[src/rtl/sreg_cmd_arbiter.sv]
// Two-requester command arbiter in front of sreg_ctrl: serialises commands, tracks each to
// completion or timeout, returns one tagged response each, and keeps PIX_READ..PIX_READ_END atomic.
module sreg_cmd_arbiter #(
  parameter int DATA_W         = 42,
  parameter int CMD_W          = 3,
  parameter int TIMEOUT_CYCLES = 256
) (
  input  logic              clk,
  input  logic              rst_n,
  input  logic              r0_valid,
  output logic              r0_ready,
  input  logic [CMD_W-1:0]  r0_cmd,
  input  logic [DATA_W-1:0] r0_data,
  input  logic              r1_valid,
  output logic              r1_ready,
  input  logic [CMD_W-1:0]  r1_cmd,
  input  logic [DATA_W-1:0] r1_data,
  output logic              rsp_valid,
  input  logic              rsp_ready,
  output logic              rsp_id,
  output logic [DATA_W-1:0] rsp_data,
  output logic              rsp_err,
  output logic              cmd_valid,
  input  logic              cmd_ready,
  output logic [CMD_W-1:0]  cmd,
  output logic [DATA_W-1:0] data_in,
  input  logic [DATA_W-1:0] data_out,
  output logic              locked,
  output logic              busy
);

  localparam int CNT_RAW = $clog2(TIMEOUT_CYCLES + 1);
  localparam int CNT_W   = (CNT_RAW > 8) ? CNT_RAW : 8;

  localparam logic [CMD_W-1:0] OP_PIX_READ     = CMD_W'(1);
  localparam logic [CMD_W-1:0] OP_PIX_READ_END = CMD_W'(2);
  localparam logic [CMD_W-1:0] OP_SREG_READ    = CMD_W'(7);

  typedef enum logic [2:0] {IDLE, ISSUE, WAIT_BUSY, WAIT_DONE, RESP} state_t;

  state_t            state_q, state_d;
  logic [CMD_W-1:0]  cmd_q, cmd_d;
  logic [DATA_W-1:0] data_in_q, data_in_d;
  logic              id_q, id_d;
  logic              cmd_valid_q, cmd_valid_d;
  logic              rsp_valid_q, rsp_valid_d;
  logic [DATA_W-1:0] rsp_data_q, rsp_data_d;
  logic              rsp_err_q, rsp_err_d;
  logic              locked_q, locked_d;
  logic              owner_q, owner_d;
  logic              last_grant_q, last_grant_d;
  logic              busy_q, busy_d;
  logic [CNT_W-1:0]  cnt_q, cnt_d;

  logic              elig0, elig1, grant_any, grant_id, in_idle;
  logic [CMD_W-1:0]  sel_cmd;
  logic [DATA_W-1:0] sel_data;
  logic              is_read, timeout_hit;
  logic [CNT_W-1:0]  cnt_inc;

  // While locked only the owner is eligible; a tie goes to whoever was not granted last.
  assign elig0     = r0_valid && (!locked_q || !owner_q);
  assign elig1     = r1_valid && (!locked_q || owner_q);
  assign grant_any = elig0 || elig1;
  assign grant_id  = (elig0 && elig1) ? ~last_grant_q : elig1;
  assign in_idle   = (state_q == IDLE);
  assign r0_ready  = in_idle && grant_any && !grant_id;
  assign r1_ready  = in_idle && grant_any && grant_id;
  assign sel_cmd   = grant_id ? r1_cmd : r0_cmd;
  assign sel_data  = grant_id ? r1_data : r0_data;

  assign is_read     = (cmd_q == OP_PIX_READ) || (cmd_q == OP_SREG_READ);
  assign cnt_inc     = cnt_q + CNT_W'(1);
  assign timeout_hit = (cnt_inc == CNT_W'(TIMEOUT_CYCLES));

  always_comb begin
    state_d      = state_q;
    cmd_d        = cmd_q;
    data_in_d    = data_in_q;
    id_d         = id_q;
    cmd_valid_d  = cmd_valid_q;
    rsp_valid_d  = rsp_valid_q;
    rsp_data_d   = rsp_data_q;
    rsp_err_d    = rsp_err_q;
    locked_d     = locked_q;
    owner_d      = owner_q;
    last_grant_d = last_grant_q;
    busy_d       = busy_q;
    cnt_d        = cnt_q;
    case (state_q)
      IDLE: begin
        if (grant_any) begin
          state_d      = ISSUE;
          cmd_d        = sel_cmd;
          data_in_d    = sel_data;
          id_d         = grant_id;
          last_grant_d = grant_id;
          cmd_valid_d  = 1'b1;
          busy_d       = 1'b1;
          if (sel_cmd == OP_PIX_READ) begin
            locked_d = 1'b1;
            owner_d  = grant_id;
          end
        end
      end
      ISSUE: begin
        if (cmd_valid_q && cmd_ready) begin
          state_d     = WAIT_BUSY;
          cmd_valid_d = 1'b0;
          cnt_d       = '0;
        end
      end
      WAIT_BUSY: begin
        cnt_d = cnt_inc;
        if (timeout_hit) begin
          state_d     = RESP;
          rsp_valid_d = 1'b1;
          rsp_err_d   = 1'b1;
          rsp_data_d  = '0;
          locked_d    = 1'b0;
        end else if (!cmd_ready) begin
          state_d = WAIT_DONE;
        end
      end
      WAIT_DONE: begin
        cnt_d = cnt_inc;
        // A completion landing on the timeout cycle still counts as a completion.
        if (cmd_ready) begin
          state_d     = RESP;
          rsp_valid_d = 1'b1;
          rsp_err_d   = 1'b0;
          rsp_data_d  = is_read ? data_out : '0;
        end else if (timeout_hit) begin
          state_d     = RESP;
          rsp_valid_d = 1'b1;
          rsp_err_d   = 1'b1;
          rsp_data_d  = '0;
          locked_d    = 1'b0;
        end
      end
      RESP: begin
        if (rsp_ready) begin
          state_d     = IDLE;
          rsp_valid_d = 1'b0;
          busy_d      = 1'b0;
          if (locked_q && (owner_q == id_q) && (cmd_q == OP_PIX_READ_END)) begin
            locked_d = 1'b0;
          end
        end
      end
      default: state_d = IDLE;
    endcase
  end

  always_ff @(posedge clk or negedge rst_n) begin
    if (!rst_n) begin
      state_q      <= IDLE;
      cmd_q        <= '0;
      data_in_q    <= '0;
      id_q         <= 1'b0;
      cmd_valid_q  <= 1'b0;
      rsp_valid_q  <= 1'b0;
      rsp_data_q   <= '0;
      rsp_err_q    <= 1'b0;
      locked_q     <= 1'b0;
      owner_q      <= 1'b0;
      last_grant_q <= 1'b1;
      busy_q       <= 1'b0;
      cnt_q        <= '0;
    end else begin
      state_q      <= state_d;
      cmd_q        <= cmd_d;
      data_in_q    <= data_in_d;
      id_q         <= id_d;
      cmd_valid_q  <= cmd_valid_d;
      rsp_valid_q  <= rsp_valid_d;
      rsp_data_q   <= rsp_data_d;
      rsp_err_q    <= rsp_err_d;
      locked_q     <= locked_d;
      owner_q      <= owner_d;
      last_grant_q <= last_grant_d;
      busy_q       <= busy_d;
      cnt_q        <= cnt_d;
    end
  end

  assign cmd_valid = cmd_valid_q;
  assign cmd       = cmd_q;
  assign data_in   = data_in_q;
  assign rsp_valid = rsp_valid_q;
  assign rsp_id    = id_q;
  assign rsp_data  = rsp_data_q;
  assign rsp_err   = rsp_err_q;
  assign locked    = locked_q;
  assign busy      = busy_q;

endmodule

[config.mk]
export PLATFORM = sky130hd
export DESIGN_NAME = sreg_cmd_arbiter
export DESIGN_NICKNAME = d
export VERILOG_FILES = /design/src/rtl/sreg_cmd_arbiter.sv
export SDC_FILE = /design/constraint.sdc
export NUM_CORES = 1
export LEC_CHECK = 0
export CAP_MARGIN = 20
export CORE_MARGIN = 10
export CORE_UTILIZATION = 40
export CTS_CLUSTER_SIZE = 20
export DETAILED_ROUTE_END_ITERATION = 6
export PLACE_DENSITY = 0.8
export REMOVE_ABC_BUFFERS = 1
export SYNTH_ARGS = -nofsm -noshare
export SYNTH_HDL_FRONTEND = slang
export SYNTH_SLANG_ARGS = --single-unit
[constraint.sdc]
create_clock -name clk -period 2.3 [get_ports clk]
set_clock_uncertainty 0.15 [all_clocks]
set_input_delay 0.345 -clock clk [delete_from_list [all_inputs] [get_ports clk]]
set_output_delay 0.345 -clock clk [all_outputs]
set_load 0.005 [all_outputs]
==> key figures <==
Outcome
  – Status: finished clean

Critical path
  – Critical path's slowest cell: dfrtp_1
  – Startpoint types: register
  – CP Class: register to register
  – Worst-path cell chain: ha_2 -> and4_4 -> nand4_4 -> o31ai_4 -> buf_4 -> o21ai_4 -> a22o_1
  – CP required: between 2 and 2.5 ns
  – Critical Path AT: 2.34 ns
  – Crit path max fanout: 22
  – CP startpoint: cnt_q[0]
  – Delay of the slowest critical-path stage: 0.39 ns
  – Setup crit end kind: register
  – Reg-to-Reg Start: cnt_q[0]

Placement
  – Placement Cell Area: 7222 µm²
  – Hpwl dp: approximately 12000 µm
  – Pre-CTS setup slack: -0.2482 ns
  – Placed cells: a little under 800
  – Input/output buffers: about 230
  – Gp weighted congestion: between 0.8 and 0.9

Cells and area
  – # nets final: 796
  – Core Util, Final: between 60% and 70%
  – Area Overhead vs Synth: 61.98%
  – N_diodes: 0
  – Share of layout cells above drive strength 1: 8.308%
  – Finished Layout Cells: 805
  – Most common cell after layout, fill and taps aside: clkdlybuf4s50_1
  – Post-Layout Inst Area: 7586 µm²
  – Commonest cells after routing, fill and taps aside: clkdlybuf4s50_1, dfrtp_1, nand2_1

Synthesis
  – #FFs+latches synth: 107
  – Post-Synthesis Cells: 415
  – Synth warn: 0
  – Mapped Area: 4683 µm²
  – Avg Inst Size Synth: 11.28 µm²
  – Seq/Total Area, Yosys: 57.20%
  – Main flop type after synthesis: dfrtp_1
  – Cell variety after synth: 42
  – FFs w/ async S/R, synth: 100.0%
  – Number of flops mapped to enable cells by yosys: 0

Clock network
  – Clk_lat worst skew: 0.35 ns
  – Clk buf depth: 2
  – Clock sinks: 107
  – CTS tree: built
  – Clk slew on worst S/H paths: roughly 0.070 ns
  – H-tree depth: 3
  – Total CTS buffers: 9
  – Root Buffer: clkbuf_16

Global route
  – Met2 Resource Use GR: between 30 and 40%
  – Largest net degree at the start of global routing: 93
  – Met1 GRT Util: between 20% and 30%
  – Initial antenna violation count: 0
  – Number of global-route vias before repair: about 4500
  – GR Overflow Total: 0
  – Global route hottest layer: met2
  – Gr usage total: 18.75%
  – Global-route wire length before repair: 24250 µm
  – Grt met3 use: between 10% and 20%

Route
  – 1st-iter DRT viols: 230
  – Wire per inst: roughly 20 µm
  – Total Routed Length: approximately 16000 µm
  – Post-DRT Antenna Nets: 0
  – Vias: 4176
  – Via/cell ratio: 5.188
  – 1st-pass router iterations: 4
  – DRC violations left: 0

Timing
  – Fin Hold WS: 0.3324 ns
  – Slew @ Worst Pin: 0.8316 ns
  – Final setup vio count: 0
  – Relative slew slack: 44.56%
  – Fin crit share: 97.81%
  – Final min period: between 2 and 2.5 ns
  – Fmax achieved: approximately 0.44 GHz
  – Setup_tns: 0 ns
  – Final hold vios: 0
  – Worst Setup Slack, final: a little over 0.05 ns
  – Fin. max-slew vios: 0

Floorplan
  – Die ar.: 16440 µm²
  – Die height: 128.2 µm
  – Initial Util: between 40% and 50%
  – Die width: about 130 µm
  – Row count: 39
  – Core area: approximately 11000 µm²
  – Boundary Pins: roughly 230

Power and ir drop
  – Lkg Pwr: 3.489 nW
  – Total power: 8.116 mW
  – Max IR drop VDD: 0.0007158 V
  – Cell Pwr Density: around 1100 nW/µm²

Flow run
  – Max Cap Viol: 0

Hold path
  – Worst hold path type: input pin to async pin
==> synth_stat cells (2+ instances only) <==
library cell	instances	area [µm²]
nor2_1	10	37.54
xor2_1	2	17.52
a21oi_1	10	50.05
o21ai_0	13	65.06
mux2i_1	48	480.5
buf_2	16	80.08
nor3_1	2	10.01
nor3b_1	2	15.01
nand2b_1	2	12.51
dfrtp_1	106	2653
clkbuf_1	5	18.77
a22o_1	43	376.6
xnor2_1	2	17.52
inv_1	5	18.77
o22ai_1	2	12.51
nand3_1	7	35.03
and3_1	3	18.77
o21ai_1	46	230.2
and2_1	2	12.51
buf_6	4	45.04
nand2_1	62	232.7
a21o_1	3	22.52
==> final cells by class <==
type / instances / area (µm²)
clock buffer: 12 / 256.5
clock inverter: 4 / 25.02
fill: 872 / 3832
inverter: 6 / 22.52
multi-input combinational: 278 / 1894
sequential: 107 / 2680
tap: 143 / 178.9
timing repair buffer: 255 / 2529
==> routing by layer <==
metal	up-vias	share of wire, %
met5	-	0
met4	0	2.0
met3	28	11
met2	184	49
met1	1993	38
li1	1971	-
==> repair_timing <==
action,in CTS,in global routing
hold endpoints to repair,23,0
gates resized for setup,9,3
hold buffers,1,0
setup endpoints to repair,46,42
buffers inserted,1,2
gates cloned,1,1
pin swaps,2,3
==> cells by family (layout without fill, tap and decap cells) <==
| kind of cell | after synthesis | count (layout) | synth area share [%] |
|---|---|---|---|
| AO/OA/AOI/OAI | 125 | 127 | 18.14 |
| flip-flops | 107 | 107 | 57.20 |
| AND/OR/NAND/NOR | 98 | 98 | 9.672 |
| multiplexers | 48 | 48 | 10.26 |
| buffers and inverters | 32 | 277 | 3.714 |
| XOR/XNOR | 4 | 4 | 0.7482 |
| adder cells (fa/ha/maj) | 1 | 1 | 0.2671 |
==> power breakdown <==
| group | internal, mW | switching [mW] |
|---|---|---|
| combinational | 2.05 | 1.57 |
| sequential | 2.56 | 0.463 |
| clock | 0.790 | 0.681 |
| total | 5.40 | 2.72 |
==> flip-flops by register name, indices dropped and copies added, names as in the netlist, 3 cells and up <==
name and count:
cmd 3, cnt_q 9, data_in 42, rsp_data 42, state_q 3
==> worst paths after layout <==
path,end,slack (ns),depth (start not counted)
worst max-delay path,rsp_data[41],0.05,7
worst min-delay path,state_q[1],0.33,2
worst max register to register,rsp_data[41],0.05,7
worst min register to register,data_in[9],0.33,2
max in group asynchronous,data_in[7],1.10,3
min in group clk,data_in[9],0.33,2
==> worst max-delay path, delay by kind of cell, from the launching register on <==
kind / cells / cell delay [ns]
buffers and inverters: 1 / 0.17
AND/OR/NAND/NOR: 2 / 0.40
AO/OA/AOI/OAI: 3 / 0.79
adder cells (fa/ha/maj): 1 / 0.23
flip-flops: 1 / 0.39
Power figures use the tool's default switching activity.
